## src/rtl/musb_bus_pkg.sv

```systemverilog
// Shared musb SoC bus constants, arbiter state encoding and a constant-safe clog2.
package musb_bus_pkg;

  localparam int ADDR_W = 32;
  localparam int DATA_W = 32;
  localparam int WR_W   = 4;

  typedef enum logic {
    IDLE = 1'b0,
    BUSY = 1'b1
  } arb_state_e;

  function automatic int clog2(input int value);
    int res;
    res = 0;
    while ((1 << res) < value) res++;
    return res;
  endfunction

endpackage

```

## src/rtl/rr_priority_pick.sv

```systemverilog
// Rotate-and-find-first: returns the first set request at or after i_ptr, with wrap-around.
module rr_priority_pick
  import musb_bus_pkg::*;
#(
  parameter int N  = 3,
  parameter int IW = clog2(N)
) (
  input  logic [N-1:0]  i_req,
  input  logic [IW-1:0] i_ptr,
  output logic [IW-1:0] o_idx,
  output logic          o_found
);

  logic [2*N-1:0] w_dbl;
  logic [N-1:0]   w_rot;
  int             w_off;
  int             w_sum;

  // Doubling the request vector turns the wrap-around search into a plain shift.
  always_comb begin
    w_dbl   = {i_req, i_req};
    w_rot   = N'(w_dbl >> i_ptr);
    w_off   = 0;
    o_found = 1'b0;
    for (int i = N - 1; i >= 0; i--) begin
      if (w_rot[i]) begin
        w_off   = i;
        o_found = 1'b1;
      end
    end
    w_sum = int'(i_ptr) + w_off;
    if (w_sum >= N) w_sum = w_sum - N;
    o_idx = IW'(w_sum);
  end

endmodule

```

## src/rtl/rr_bus_arbiter.sv

```systemverilog
// Round-robin arbiter for the shared musb bus with a per-access watchdog.
// Optional grant locking for bursts / atomic RMW is enabled with `define RR_ARB_LOCK_EN.
module rr_bus_arbiter
  import musb_bus_pkg::*;
#(
  parameter int NMASTERS       = 3,
  parameter int TIMEOUT_CYCLES = 255
) (
  input  logic                           clk,
  input  logic                           rst,
  input  logic [ADDR_W*NMASTERS-1:0]     master_address,
  input  logic [DATA_W*NMASTERS-1:0]     master_data_i,
  input  logic [WR_W*NMASTERS-1:0]       master_wr,
  input  logic [NMASTERS-1:0]            master_enable,
`ifdef RR_ARB_LOCK_EN
  input  logic [NMASTERS-1:0]            master_lock,
`endif
  output logic [DATA_W-1:0]              master_data_o,
  output logic [NMASTERS-1:0]            master_ready,
  output logic [NMASTERS-1:0]            master_error,
  input  logic [DATA_W-1:0]              slave_data_i,
  input  logic                           slave_ready,
  input  logic                           slave_error,
  output logic [ADDR_W-1:0]              slave_address,
  output logic [DATA_W-1:0]              slave_data_o,
  output logic [WR_W-1:0]                slave_wr,
  output logic                           slave_enable,
  output logic                           grant_valid,
  output logic [clog2(NMASTERS)-1:0]     grant_id
);

  localparam int GW = clog2(NMASTERS);
  localparam int CW = 16;

  arb_state_e    r_state;
  logic [GW-1:0] r_ptr;
  logic [GW-1:0] r_gid;
  logic          r_gvalid;
  logic [CW-1:0] r_cnt;

  logic [GW-1:0] w_pick_idx;
  logic          w_pick_found;
  logic          w_en_g;
  logic [WR_W-1:0] w_wr_g;
  logic          w_busy;
  logic          w_err;
  logic          w_rdy;
  logic          w_to;
  logic          w_keep;
  logic          w_done;
  logic [GW-1:0] w_ptr_next;

  rr_priority_pick #(.N(NMASTERS), .IW(GW)) u_pick (
    .i_req   (master_enable),
    .i_ptr   (r_ptr),
    .o_idx   (w_pick_idx),
    .o_found (w_pick_found)
  );

  always_comb begin
    slave_address = '0;
    slave_data_o  = '0;
    w_wr_g        = '0;
    w_en_g        = 1'b0;
    for (int k = 0; k < NMASTERS; k++) begin
      if (r_gid == GW'(k)) begin
        slave_address = master_address[ADDR_W*k +: ADDR_W];
        slave_data_o  = master_data_i[DATA_W*k +: DATA_W];
        w_wr_g        = master_wr[WR_W*k +: WR_W];
        w_en_g        = master_enable[k];
      end
    end
  end

  // Completion precedence: error, then ready, then watchdog. Reset masks all pulses.
  assign w_busy = (r_state == BUSY) && !rst && w_en_g;
  assign w_err  = w_busy && slave_error;
  assign w_rdy  = w_busy && !slave_error && slave_ready;
  assign w_to   = w_busy && !slave_error && !slave_ready && (r_cnt == CW'(TIMEOUT_CYCLES));

`ifdef RR_ARB_LOCK_EN
  assign w_keep = w_rdy && master_lock[r_gid];
`else
  assign w_keep = 1'b0;
`endif

  assign w_done     = w_err || w_to || (w_rdy && !w_keep);
  assign w_ptr_next = (r_gid == GW'(NMASTERS - 1)) ? '0 : r_gid + GW'(1);

  assign slave_enable  = w_busy && !w_to;
  assign slave_wr      = w_busy ? w_wr_g : '0;
  assign master_data_o = (|master_ready) ? slave_data_i : '0;
  assign grant_valid   = r_gvalid;
  assign grant_id      = r_gid;

  always_comb begin
    master_ready = '0;
    master_error = '0;
    for (int k = 0; k < NMASTERS; k++) begin
      master_ready[k] = w_rdy && (r_gid == GW'(k));
      master_error[k] = (w_err || w_to) && (r_gid == GW'(k));
    end
  end

  always_ff @(posedge clk) begin
    if (rst) begin
      r_state  <= IDLE;
      r_ptr    <= '0;
      r_gid    <= '0;
      r_gvalid <= 1'b0;
      r_cnt    <= '0;
    end else begin
      case (r_state)
        IDLE: begin
          if (w_pick_found) begin
            r_gid    <= w_pick_idx;
            r_gvalid <= 1'b1;
            r_cnt    <= '0;
            r_state  <= BUSY;
          end
        end
        BUSY: begin
          r_cnt <= r_cnt + CW'(1);
          // A dropped request is an abort: no pulse and the pointer stays put.
          if (!w_en_g) begin
            r_state  <= IDLE;
            r_gvalid <= 1'b0;
          end else if (w_done) begin
            r_state  <= IDLE;
            r_gvalid <= 1'b0;
            r_ptr    <= w_ptr_next;
          end else if (w_keep) begin
            r_cnt <= '0;
          end
        end
        default: r_state <= IDLE;
      endcase
    end
  end

endmodule
```

## config.mk

```make
export PLATFORM = sky130hd
export DESIGN_NAME = rr_bus_arbiter
export DESIGN_NICKNAME = d
export VERILOG_FILES = /design/src/rtl/musb_bus_pkg.sv /design/src/rtl/rr_priority_pick.sv /design/src/rtl/rr_bus_arbiter.sv
export SDC_FILE = /design/constraint.sdc
export NUM_CORES = 1
export LEC_CHECK = 0
export CAP_MARGIN = 10
export CORE_AREA = 2 2 136 138
export DETAILED_ROUTE_END_ITERATION = 8
export DIE_AREA = 0 0 138 140
export GPL_ROUTABILITY_DRIVEN = 0
export PLACE_DENSITY = 0.6
export SLEW_MARGIN = 20
export SYNTH_ARGS = -nofsm -noshare
export SYNTH_HDL_FRONTEND = slang
export SYNTH_SLANG_ARGS = --single-unit
```

## constraint.sdc

```tcl
create_clock -name clk -period 3.8 [get_ports clk]
set_clock_uncertainty 0.15 [all_clocks]
set_input_delay 0.76 -clock clk [delete_from_list [all_inputs] [get_ports clk]]
set_output_delay 0.76 -clock clk [all_outputs]
set_load 0.01 [all_outputs]
```

==> metrics, run 1 <==
Pwr Density=221 nW/um2; CTS Buf Count=3; crit share post-route=96.1%; Reg area=445 um2; GR Overflow Total=0; Final Hold Vio Count=0; Syn Inst Count=426; CP Max Fanout=34; switching pwr=533 uW; met3 Use GR=3.59%; reg2reg start=r_ptr[0]; Setup violations, final=0; crit start category=input port; hpwl dp=14100 um; RSZ-0062 raised after global routing=no; Unique masters post-synth=48; CORE AREA=17800 um2; Min-Delay Startpoint=grant_valid; Seq/Total Area, Yosys=15.0%; status=complete, no violations; sw frac=35.3%; initial antenna violation count=0; Starting Density=16.5%; Die Y=140 um; TritonRoute pass-1 iters=4; first-pass GRT wire length=25700 um; max_cap viols=0; Root Buffer=clkbuf_16; synthesis-stage register bit count=22; cell row count=49; WL final=17200 um; EDFF count, synth=0; Async S/R FF share, synth=0%; Sequential Power Share=17.6%; nets=1014; internal power=978 uW; fin crit period=3.65 ns; M2 GR Usage=29.7%; syn_nets=673; Final TNS setup=0 ns; critical path endpoint category=primary output; R2R depth=10; dominant synthesized flop cell=dfxtp_1; filler cell count=1860; share of layout cells above drive strength 1=4.70%; clock share of power=14.7%; largest net degree at the start of global routing=67; FF-to-FF End=grant_id[1]; PortBufs=352; Top Usage Layer GRT=met2; CP arrival=2.74 ns; hold depth=1; Worst Max-Slew Pin Slew=0.662 ns; Max-slew headroom=55.9%; Routed wire per std cell=17.3 um; R2R setup slack=0.91 ns; fmax=274 MHz; M1 GR Usage=21.0%; CP required=2.89 ns; Ant. Diodes=0; Total Routing Usage GR=16.5%; # clock sinks=22; Final Max Slew Viols=0; worst skew pair latency=0.25 ns; Antenna Nets Post-Route=0; IO Pins=353; via/cell ratio=4.33; Die Wd=138 um; leak pwr=2.35 nW; mapped cell area=2940 um2; Ys Warns=0; routed vias=4304; peak supply drop=0.000188 V; Comb power frac=67.8%; Iter 0 DRT Violations=121; clock buffer depth=2; DRC=0; crit path kind=in -> out; CTS tree=done; Clock transition at path regs=0.06 ns; Min-Delay Path Class=reg -> reg; Layout area overhead=133%; die area=19300 um2; vias in the first global route=4258; Max H-tree Level=1; Power, Total=1.51 mW; area of the multi-input gates=2350 um2; hold endpoint=grant_valid; Avg Inst Size Synth=6.89 um2
[stage by stage]
| step | util, % | hold WS, ns | worst slack, ns | instances | cell area [um2] |
|---|---|---|---|---|---|
| floorplan | - | 0.315 | 0.762 | 426 | 2940 |
| global placement | 38.0 | 0.314 | -0.131 | 990 | 6760 |
| detailed placement | 38.0 | 0.317 | -0.127 | 990 | 6760 |
| CTS | 38.5 | 0.341 | 0.0137 | 995 | 6850 |
| global route | 38.5 | 0.358 | 0.0222 | 995 | 6840 |
| finish | 38.5 | 0.336 | 0.149 | 995 | 6840 |
[layer usage]
layer	vias up	routed length, um
li1	2179	-
met1	1917	7360
met2	204	8510
met3	4	1190
met4	0	110
met5	-	0
[worst max-delay path: stages]
cell and delay, ns:
clkdlybuf4s50_1 0.50, mux2i_1 0.11, a2bb2oi_1 0.20, nor3b_2 0.26, buf_12 0.19, and3b_1 0.16
clkdlybuf4s50_1 0.54
[cells in the final DEF, fill, tap and decap left out, types with 3 or more instances in the layout]
master / count
nor3_1: 12
o21ai_0: 66
mux2i_1: 72
or2_2: 3
nand2_1: 75
dfxtp_1: 20
ha_1: 3
buf_4: 16
nor3b_1: 6
nand3_1: 4
a21oi_1: 18
inv_1: 6
clkbuf_16: 3
nand2b_1: 3
or3_1: 6
clkdlybuf4s50_1: 349
o211ai_1: 7
and2_1: 33
nor2_1: 19
[logic make-up (layout without fill, tap and decap cells)]
kind of cell / Yosys count / in the layout / share of synthesized area, %
fa+ha+maj: 4 / 4 / 1.96
simple gates: 181 / 181 / 31.6
mux: 75 / 75 / 25.8
compound gates: 101 / 101 / 19.0
xor+xnor: 4 / 4 / 1.19
flops: 22 / 22 / 15.0
buf+inv: 39 / 379 / 5.37
[state kept, by name, summed over array words and instances, names as in the netlist]
signal	cells
grant_valid	1
r_ptr	2
r_state	1
r_cnt	16
grant_id	2
[repair_timing]
item	in CTS	in global routing
setup buffers	1	0
hold buffers	0	0
setup endpoints to repair	3	1
resized for setup	6	2
pin swaps	1	1
[power by group through the flow]
stage | Clock, mW | Sequential, mW | Combinational [mW]
floorplan | 0 | 0.250 | 0.382
global placement | 0 | 0.272 | 1.03
detailed placement | 0 | 0.272 | 1.03
finish | 0.222 | 0.265 | 1.02
CTS | 0.226 | 0.266 | 1.04
global route | 0.236 | 0.269 | 1.10
[cell type report]
| class | instances | area share (%) |
|---|---|---|
| Inverter | 6 | 0.329 |
| Multi-Input combinational cell | 365 | 34.4 |
| Timing Repair Buffer | 369 | 53.4 |
| Tap cell | 229 | 4.19 |
| Clock buffer | 4 | 1.15 |
| Sequential cell | 22 | 6.51 |
[how the worst max path moves through the flow]
stage	start	to	cells after the start
after floorplan	slave_ready	master_error[2]	4
after global placement	slave_ready	master_error[2]	6
after detailed placement	slave_ready	master_error[2]	6
after CTS	slave_ready	master_error[2]	7
after global routing	master_enable[2]	master_data_o[11]	7
final	master_enable[2]	master_ready[2]	7
[synthesized netlist by cell type, drive strengths merged (4+ instances only)]
cell type,number,area [um2]
a21oi,18,90.1
and2,33,206
buf,11,52.6
clkbuf,22,82.6
dfxtp,22,440
inv,6,22.5
mux2i,72,721
nand2,75,282
nand3,4,20.0
nor2,19,71.3
nor3,12,60.1
nor3b,7,52.6
o211ai,8,65.1
o21ai,66,330
or2,4,25.0
or3,6,37.5
(Power assumes the default switching activity.)
==> inputs of run 2 (changes only) <==
CTS_CLUSTER_SIZE = 10   (was default)
==> results of run 2 <==
Same layout as run 1: the final DEF is identical, and so are final timing and power.
